[src/rtl/dti_pack.sv]
// Shared definitions for the DTI TNIU request arbiter.
//   arb_state_e : arbiter FSM state (ARB = no open packet, PKT = packet locked)
//   PLD_W/ID_W  : default payload and srcid/tgtid widths of a beat
//   LAST_W/QOS_W: widths of the per-beat last and QoS flags
package dti_pack;

  typedef enum logic {
    ARB = 1'b0,
    PKT = 1'b1
  } arb_state_e;

  localparam int PLD_W  = 90;
  localparam int ID_W   = 6;
  localparam int LAST_W = 1;
  localparam int QOS_W  = 1;

endpackage

[src/rtl/dti_rr_pick.sv]
// Round-robin picker: returns a one-hot grant for the first set request bit
// at or after i_ptr, wrapping modulo N.
//   i_req : request mask
//   i_ptr : round-robin start index (always < N)
//   o_gnt : one-hot grant, all-zero when i_req is empty
module dti_rr_pick #(
  parameter int N     = 4,
  parameter int PTR_W = $clog2(N)
) (
  input  logic [N-1:0]     i_req,
  input  logic [PTR_W-1:0] i_ptr,
  output logic [N-1:0]     o_gnt
);

  logic [2*N-1:0] w_req_dbl;
  logic [N-1:0]   w_rot;
  logic [N-1:0]   w_rot_oh;
  logic [2*N-1:0] w_gnt_dbl;

  // Rotate the mask so the pointer position lands on bit 0; the doubled
  // vector makes the wrap-around fall out of a plain shift.
  assign w_req_dbl = {i_req, i_req};
  assign w_rot     = N'(w_req_dbl >> i_ptr);

  // Isolate the lowest set bit of the rotated mask.
  assign w_rot_oh  = w_rot & ~(w_rot - N'(1));

  // Rotate back and fold the upper half onto the lower half.
  assign w_gnt_dbl = {{N{1'b0}}, w_rot_oh} << i_ptr;
  assign o_gnt     = w_gnt_dbl[N-1:0] | w_gnt_dbl[2*N-1:N];

endmodule

[src/rtl/dti_tniu_req_arbiter.sv]
// DTI TNIU request arbiter: merges NUM_REQ beat streams into one registered
// output slot feeding the async FIFO slave. Packets are never interleaved;
// QoS requesters win arbitration over non-QoS ones, round-robin within class.
//   clk, rst_n                    : clock, asynchronous active-low reset
//   in_vld/in_last/in_qos/in_pld/
//   in_srcid/in_tgtid, in_rdy     : per-requester beat handshake and fields
//   out_vld/out_last/out_qos/
//   out_pld/out_srcid/out_tgtid   : merged beat (registered slot)
//   out_rdy                       : downstream accept
//   stall                         : low-power stall, blocks new grants only
//   idle                          : no beat held and no packet open
module dti_tniu_req_arbiter
  import dti_pack::*;
#(
  parameter int NUM_REQ   = 4,
  parameter int PLD_WIDTH = PLD_W,
  parameter int ID_WIDTH  = ID_W
) (
  input  logic                               clk,
  input  logic                               rst_n,
  input  logic [NUM_REQ-1:0]                 in_vld,
  input  logic [NUM_REQ-1:0]                 in_last,
  input  logic [NUM_REQ-1:0]                 in_qos,
  input  logic [NUM_REQ-1:0][PLD_WIDTH-1:0]  in_pld,
  input  logic [NUM_REQ-1:0][ID_WIDTH-1:0]   in_srcid,
  input  logic [NUM_REQ-1:0][ID_WIDTH-1:0]   in_tgtid,
  output logic [NUM_REQ-1:0]                 in_rdy,
  output logic                               out_vld,
  output logic                               out_last,
  output logic                               out_qos,
  output logic [PLD_WIDTH-1:0]               out_pld,
  output logic [ID_WIDTH-1:0]                out_srcid,
  output logic [ID_WIDTH-1:0]                out_tgtid,
  input  logic                               out_rdy,
  input  logic                               stall,
  output logic                               idle
);

  localparam int PTR_W = $clog2(NUM_REQ);

  arb_state_e           r_state;
  logic                 r_run;
  logic [PTR_W-1:0]     r_rr_ptr;
  logic [PTR_W-1:0]     r_gnt_idx;
  logic                 r_slot_vld;
  logic [LAST_W-1:0]    r_out_last;
  logic [QOS_W-1:0]     r_out_qos;
  logic [PLD_WIDTH-1:0] r_out_pld;
  logic [ID_WIDTH-1:0]  r_out_srcid;
  logic [ID_WIDTH-1:0]  r_out_tgtid;

  logic                 w_slot_accept;
  logic                 w_any_qos;
  logic                 w_xfer;
  logic                 w_sel_last;
  logic [NUM_REQ-1:0]   w_qos_req;
  logic [NUM_REQ-1:0]   w_qos_gnt;
  logic [NUM_REQ-1:0]   w_all_gnt;
  logic [NUM_REQ-1:0]   w_win_oh;
  logic [NUM_REQ-1:0]   w_sel_oh;
  logic [PTR_W-1:0]     w_sel_idx;
  logic [PTR_W-1:0]     w_next_ptr;

  assign w_slot_accept = ~r_slot_vld | out_rdy;
  assign w_qos_req     = in_vld & in_qos;
  assign w_any_qos     = |w_qos_req;

  dti_rr_pick #(.N(NUM_REQ), .PTR_W(PTR_W)) u_pick_qos (
    .i_req (w_qos_req),
    .i_ptr (r_rr_ptr),
    .o_gnt (w_qos_gnt)
  );

  dti_rr_pick #(.N(NUM_REQ), .PTR_W(PTR_W)) u_pick_all (
    .i_req (in_vld),
    .i_ptr (r_rr_ptr),
    .o_gnt (w_all_gnt)
  );

  assign w_win_oh = w_any_qos ? w_qos_gnt : w_all_gnt;

  // An open packet owns the port regardless of stall, QoS or its own valid.
  always_comb begin
    w_sel_oh = '0;
    if (r_state == PKT) begin
      w_sel_oh[r_gnt_idx] = 1'b1;
    end else if (!stall) begin
      w_sel_oh = w_win_oh;
    end
  end

  always_comb begin
    w_sel_idx = '0;
    for (int k = 0; k < NUM_REQ; k++) begin
      if (w_sel_oh[k]) w_sel_idx = PTR_W'(k);
    end
  end

  // r_run keeps every in_rdy low while reset is held, since the slot and
  // FSM are already in their accepting state at that point.
  for (genvar gi = 0; gi < NUM_REQ; gi++) begin : g_rdy
    assign in_rdy[gi] = w_sel_oh[gi] & w_slot_accept & r_run;
  end

  assign w_xfer     = |(in_vld & in_rdy);
  assign w_sel_last = in_last[w_sel_idx];
  // Explicit wrap so non-power-of-two NUM_REQ never points past the last port.
  assign w_next_ptr = (w_sel_idx == PTR_W'(NUM_REQ - 1)) ? '0
                                                         : w_sel_idx + PTR_W'(1);

  always_ff @(posedge clk or negedge rst_n) begin
    if (!rst_n) begin
      r_state     <= ARB;
      r_run       <= 1'b0;
      r_rr_ptr    <= '0;
      r_gnt_idx   <= '0;
      r_slot_vld  <= 1'b0;
      r_out_last  <= '0;
      r_out_qos   <= '0;
      r_out_pld   <= '0;
      r_out_srcid <= '0;
      r_out_tgtid <= '0;
    end else begin
      r_run <= 1'b1;

      if (w_xfer) begin
        r_slot_vld  <= 1'b1;
        r_out_last  <= in_last[w_sel_idx];
        r_out_qos   <= in_qos[w_sel_idx];
        r_out_pld   <= in_pld[w_sel_idx];
        r_out_srcid <= in_srcid[w_sel_idx];
        r_out_tgtid <= in_tgtid[w_sel_idx];
      end else if (out_rdy) begin
        r_slot_vld  <= 1'b0;
      end

      case (r_state)
        ARB: begin
          if (w_xfer) begin
            if (w_sel_last) begin
              r_rr_ptr <= w_next_ptr;
            end else begin
              r_state   <= PKT;
              r_gnt_idx <= w_sel_idx;
            end
          end
        end
        PKT: begin
          if (w_xfer && w_sel_last) begin
            r_state  <= ARB;
            r_rr_ptr <= w_next_ptr;
          end
        end
        default: r_state <= ARB;
      endcase
    end
  end

  assign out_vld   = r_slot_vld;
  assign out_last  = r_out_last;
  assign out_qos   = r_out_qos;
  assign out_pld   = r_out_pld;
  assign out_srcid = r_out_srcid;
  assign out_tgtid = r_out_tgtid;
  assign idle      = (r_state == ARB) & ~r_slot_vld;

endmodule

[config.mk]
export PLATFORM = sky130hd
export DESIGN_NAME = dti_tniu_req_arbiter
export DESIGN_NICKNAME = d
export VERILOG_FILES = /design/src/rtl/dti_pack.sv /design/src/rtl/dti_rr_pick.sv /design/src/rtl/dti_tniu_req_arbiter.sv
export SDC_FILE = /design/constraint.sdc
export NUM_CORES = 1
export LEC_CHECK = 0
export CORE_AREA = 2 2 208 210
export DETAILED_ROUTE_END_ITERATION = 8
export DIE_AREA = 0 0 210 212
export GPL_TIMING_DRIVEN = 0
export PLACE_DENSITY_LB_ADDON = 0.15
export SETUP_SLACK_MARGIN = 0.05
export SYNTH_ARGS = -nofsm -noshare
export SYNTH_HDL_FRONTEND = slang
export SYNTH_SLANG_ARGS = --single-unit
[constraint.sdc]
create_clock -name clk -period 4.3 [get_ports clk]
set_input_delay 1.29 -clock clk [delete_from_list [all_inputs] [get_ports clk]]
set_output_delay 1.29 -clock clk [all_outputs]
set_load 0.05 [all_outputs]
# Word level (Yosys, flattened, before mapping)
# Index checks and enable logic that the tools add are counted.
# word_totals
reg_bits	111
inputBits	424
output_inout_bits	110
wordCells	81
# classes
addsub	3
reduce_logical	7
muxes	29
bitwise	21
magnitude_cmp	3
n_shift	4
eq_ne	4
# op_table
operator	n
binary-select mux 90 bit (select 2 bit)	1
two-way mux 90 bit	1
binary-select mux 6 bit (select 2 bit)	2
AND 4 bit	4
<< shifter 4 x 2 -> 8 bit	2
right shift 8 x 2 -> 4 bit	2
two-way mux 2 bit	6
two-way mux 4 bit	3
two-way mux 6 bit	2
AND 1 bit	9
two-way mux 1 bit	9
inverter 4 bit	2
bitwise OR 4 bit	2
OR reduction 4 bit	2
subtractor 4 x 1 -> 4 bit (second input constant)	2
less-than comparator 2 x 3 -> 1 bit (second input constant)	2
AND reduction 3 bit	2
binary-select mux 1 bit (select 2 bit)	2
!= test 2 bit (second input constant)	2
one-hot mux 2 bit (2 select lines)	1
inverter 1 bit	3
adder 2 x 1 -> 2 bit (second input constant)	1
demux 1 bit (select 2 bit)	1
equality test 2 bit (second input constant)	1
other kinds (6)	7

# Depth between registers and ports, before layout
# logic_depth
ltp_word	18
ltp_mapped	11
depth_no_buf	8

# By module
# A second synthesis with hierarchy kept.
# hier_totals
hier_cells	1081
hier_area_um2	8057.7
# by_module_without_submodules
mod	instances	seq_area_each_um2	area_each_um2	cells_each
dti_tniu_req_arbiter	1	2777.7	7860.0	1049
dti_rr_pick	2	0.0	98.8	16

# Worst setup path after synthesis
# OpenSTA, ideal clock, no wires.
# synth_path
path_kind	input to output
startpoint	input in_vld[1]
endpoint	output in_rdy[3]
arrival_ns	2.993
t_required_ns	3.010
cell_stages	7
slack_ns	0.017
path_buffers	2
cell_sequence	buf_2 > a22oi_2 > a22oi_1 > o21ai_1 > a32oi_4 > clkbuf_1 > nor2_1
# synth_via
elab_chain_cells	12
word_cells_on_any_way	19
classes_between	add/sub (2); shift (4); mux (3); bitwise (9); reduce/logical (1)
# synth_rtl
item	line_no	rtl
start: declaration	dti_tniu_req_arbiter.sv:21	input logic [NUM_REQ-1:0] in_vld,
AND 4 bit	dti_tniu_req_arbiter.sv:65	assign w_qos_req = in_vld & in_qos;
right shift 8 x 2 -> 4 bit	dti_rr_pick.sv:23	assign w_rot = N'(w_req_dbl >> i_ptr);
subtractor 4 x 1 -> 4 bit	dti_rr_pick.sv:26	assign w_rot_oh = w_rot & ~(w_rot - N'(1));
inverter 4 bit	dti_rr_pick.sv:26	
AND 4 bit	dti_rr_pick.sv:26	
<< shifter 4 x 2 -> 8 bit	dti_rr_pick.sv:29	assign w_gnt_dbl = {{N{1'b0}}, w_rot_oh} << i_ptr;
bitwise OR 4 bit	dti_rr_pick.sv:30	assign o_gnt = w_gnt_dbl[N-1:0] | w_gnt_dbl[2*N-1:N];
two-way mux 4 bit *	dti_tniu_req_arbiter.sv:80	assign w_win_oh = w_any_qos ? w_qos_gnt : w_all_gnt;
two-way mux 4 bit *	dti_tniu_req_arbiter.sv:87	end else if (!stall) begin
two-way mux 4 bit *	dti_tniu_req_arbiter.sv:85	if (r_state == PKT) begin
AND 1 bit * (2 in a row)	dti_tniu_req_arbiter.sv:102	assign in_rdy[gi] = w_sel_oh[gi] & w_slot_accept & r_run;
end: declaration	dti_tniu_req_arbiter.sv:27	output logic [NUM_REQ-1:0] in_rdy,
# Mark *: on every way between the ends. The rest lies on a longest branch, timed or not.

# Final worst setup path
# layout_path
startpoint	input in_vld[3]
endpoint	output in_rdy[3]
# The elaborated chain is that of the path after synthesis.

==> flow_metrics.env <==
export IMPL_wl_per_cell_um=24.41
export IMPL_clk_pin_slew_ns=0.08
export IMPL_critPathCaptureType="primary output"
export IMPL_core_sq_um=42510
export IMPL_grt_first_pass_wirelength_mm=63.14
export IMPL_post_synth_top_count_cell="o221ai_1"
export IMPL_yosysTopAreaCellShare_pct=42.02
export IMPL_drv_slew=0
export IMPL_maxCapViolCount=0
export IMPL_rows=76
export IMPL_met2_length_mm=21.43
export IMPL_path_delay_family="buffers and inverters"
export IMPL_cp_slowest_stage_delay_ns=0.32
export IMPL_yosysWarnings=0
export IMPL_fmax_mhz=239.8
export IMPL_seq_area_frac_synth_pct=42.02
export IMPL_ant_nets=0
export IMPL_num_io_pins=534
export IMPL_placed_area_sq_um=12630
export IMPL_setup_ws_ns=0.1306
export IMPL_skew_ns=0.01459
export IMPL_rsz0062_at_grt="true"
export IMPL_antenna_found_initial=4
export IMPL_drc=0
export IMPL_synthTopCellsByCount="o221ai_1, nor2_1, dfrtp_1"
export IMPL_fin_crit_ns=4.169
export IMPL_avgSynthCellArea_sq_um=9.232
export IMPL_via_count=8770
export IMPL_hp_class="reg -> reg"
export IMPL_avgViaCountPerCell=4.829
export IMPL_path_cells="dlygate4sd2_1, a22oi_2, buf_4, a21boi_2, a41o_1, a32oi_4, buf_8, nor2_2, buf_4"
export IMPL_p_leak_nw=4.581
export IMPL_required_ns=3.01
export IMPL_numCtsBuffers=9
export IMPL_grt_ovfl_total=0
export IMPL_h_tree_depth=3
export IMPL_design_area_sq_um=13050
export IMPL_drive_above_1_share_pct=7.250
export IMPL_wl_met1_mm=18.19
export IMPL_hpwl_mm=34.56
export IMPL_cts_sinks=111
export IMPL_gp_congestion=0.8369
export IMPL_grt_start_max_net_pins=61
export IMPL_clock_latency_ns=0.38
export IMPL_crit_fanout=7
export IMPL_grt_usage_pct=19.30
export IMPL_pre_cts_slack_ns=-1.419
export IMPL_die_h_um=212
export IMPL_fin_crit_sh_pct=96.96
export IMPL_io_buffer_count=530
export IMPL_hold_viol=0
export IMPL_syn2layout_area_growth_pct=97.43
export IMPL_highest_layer="met5"
export IMPL_start_kind="primary input"
export IMPL_crit_buf_inv=4
export IMPL_cp_arrival_ns=2.88
export IMPL_status="finished clean"
export IMPL_cts_buffer_depth=2
export IMPL_grt_pass1_vias=9413
export IMPL_async_flop_share_pct=100.0
export IMPL_netlist_area_sq_um=6610
export IMPL_synth_edf_count=0
export IMPL_final_core_util_pct=30.70
export IMPL_synthCells=716
export IMPL_start_util_pct=15.55
export IMPL_met3_wirelength_mm=3.922
export IMPL_clock_root_buffer="clkbuf_16"
export IMPL_synth_largest_area_cell="dfrtp_1"
export IMPL_slowest_stage="dlygate4sd2_1"
export IMPL_setup_viol=0
export IMPL_drt_first_iter_violations=507
export IMPL_synth_area_leaders="dfrtp_1, o221ai_1, a31oi_1, nor2_1, buf_2"
export IMPL_dieArea_sq_um=44520
export IMPL_crit_path_frequent_cell="buf_4"
export IMPL_p_total_mw=9.692
export IMPL_syn_nets=1140
export IMPL_nNetsFinal=1688
export IMPL_ir_drop_mv=0.2551
export IMPL_max_slew_margin_pct=50.64
export IMPL_cts_tree="done"
export IMPL_die_x_um=210
export IMPL_worstSetupPathType="in -> out"
export IMPL_wl_mm=44.33
export IMPL_ys_seq_elements=111
export IMPL_firstDrtPassIters=5
export IMPL_synth_flop_cell="dfrtp_1"
export IMPL_synth_distinct_cells=46
export IMPL_power_density_nw_per_um2=742.7
export IMPL_worst_slew_pin_slew_ns=0.7405
-- per-stage QoR --
stage                     hold WS, ns  setup TNS, ns  instances
final                          0.5069              0       1816
after global routing           0.5339              0       1815
after CTS                      0.5111              0       1811
after detailed placement       0.4787         -58.83       1793
after global placement         0.4760        -427.99       1792
after floorplan                0.5820              0        716
-- power by group --
group / leakage (nW) / internal [mW] / switching [mW]
clock: 0.162 / 0.573 / 0.467
combinational: 3.19 / 2.27 / 4.52
sequential: 1.23 / 1.57 / 0.291
-- layer usage --
| metal | GRT usage (%) | vias up |
|---|---|---|
| met2 | 33.43 | 438 |
| met1 | 23.17 | 4213 |
| met3 | 6.145 | 43 |
| met5 | 0 | - |
| met4 | 4.793 | 4 |
| li1 | - | 4072 |
-- state kept, by name, indices dropped and copies added (netlist names), 2 cells and up --
signal / flops
out_srcid: 6
out_tgtid: 6
out_pld: 90
r_gnt_idx: 2
r_rr_ptr: 2
-- worst paths after layout --
path / depth (start not counted) / slack (ns) / start / endpoint
max in group asynchronous: 2 / 2.69 / rst_n / out_tgtid[2]
worst max register to register: 9 / 1.11 / r_state / out_pld[32]
worst max-delay path: 9 / 0.13 / in_vld[3] / in_rdy[3]
worst min register to register: 1 / 0.51 / out_last / out_last
min in group asynchronous: 1 / 0.86 / rst_n / out_tgtid[5]
worst min-delay path: 1 / 0.51 / out_last / out_last
-- timing repair --
item | CTS | global route
buffers inserted | 2 | 4
hold buffers | 0 | 0
endpoints found under the setup margin | 78 | 63
pin swaps | 3 | 4
resized for setup | 33 | 20
-- kinds of logic after synthesis --
family                 after synthesis  share of synthesized area [%]
and+or+nand+nor                    154                          9.502
DFF                                111                          42.02
buffers and inverters              100                          6.549
muxes                                4                         0.6625
other                                1                        0.05673
AOI/OAI and AO/OA                  346                          41.21
-- placed cells by master, fill, tap and decap left out, types with 2 or more instances in the layout --
| cell | count |
|---|---|
| clkdlybuf4s50_1 | 520 |
| o221ai_1 | 206 |
| nor2_1 | 115 |
| dfrtp_1 | 111 |
| a31oi_1 | 103 |
| clkbuf_1 | 47 |
| buf_2 | 44 |
| nand2_1 | 15 |
| clkbuf_16 | 9 |
| a21oi_1 | 8 |
| buf_4 | 8 |
| nand2b_1 | 6 |
| o21ai_0 | 6 |
| clkbuf_2 | 6 |
| inv_1 | 3 |
| nand3_1 | 3 |
| mux2_1 | 3 |
| bufinv_16 | 3 |
| or2_2 | 2 |
| a22oi_2 | 2 |
| and3_1 | 2 |
| nor2_2 | 2 |
| o21ai_1 | 2 |
| buf_1 | 2 |
| clkinvlp_4 | 2 |
| clkdlybuf4s15_2 | 2 |
| buf_6 | 2 |
-- cell type report --
cell class                 count  area, sq um
antenna                        1        2.502
sequential                   111         2778
timing repair buffer         537         5359
multi-input combinational    505         3436
buffer                        97        436.7
clock buffer                   9        225.2
inverter                       3        11.26
clock inverter                 7        118.9
fill                        4522        29460
tap                          546        683.2
No activity file was read; power rests on OpenSTA's default activity.
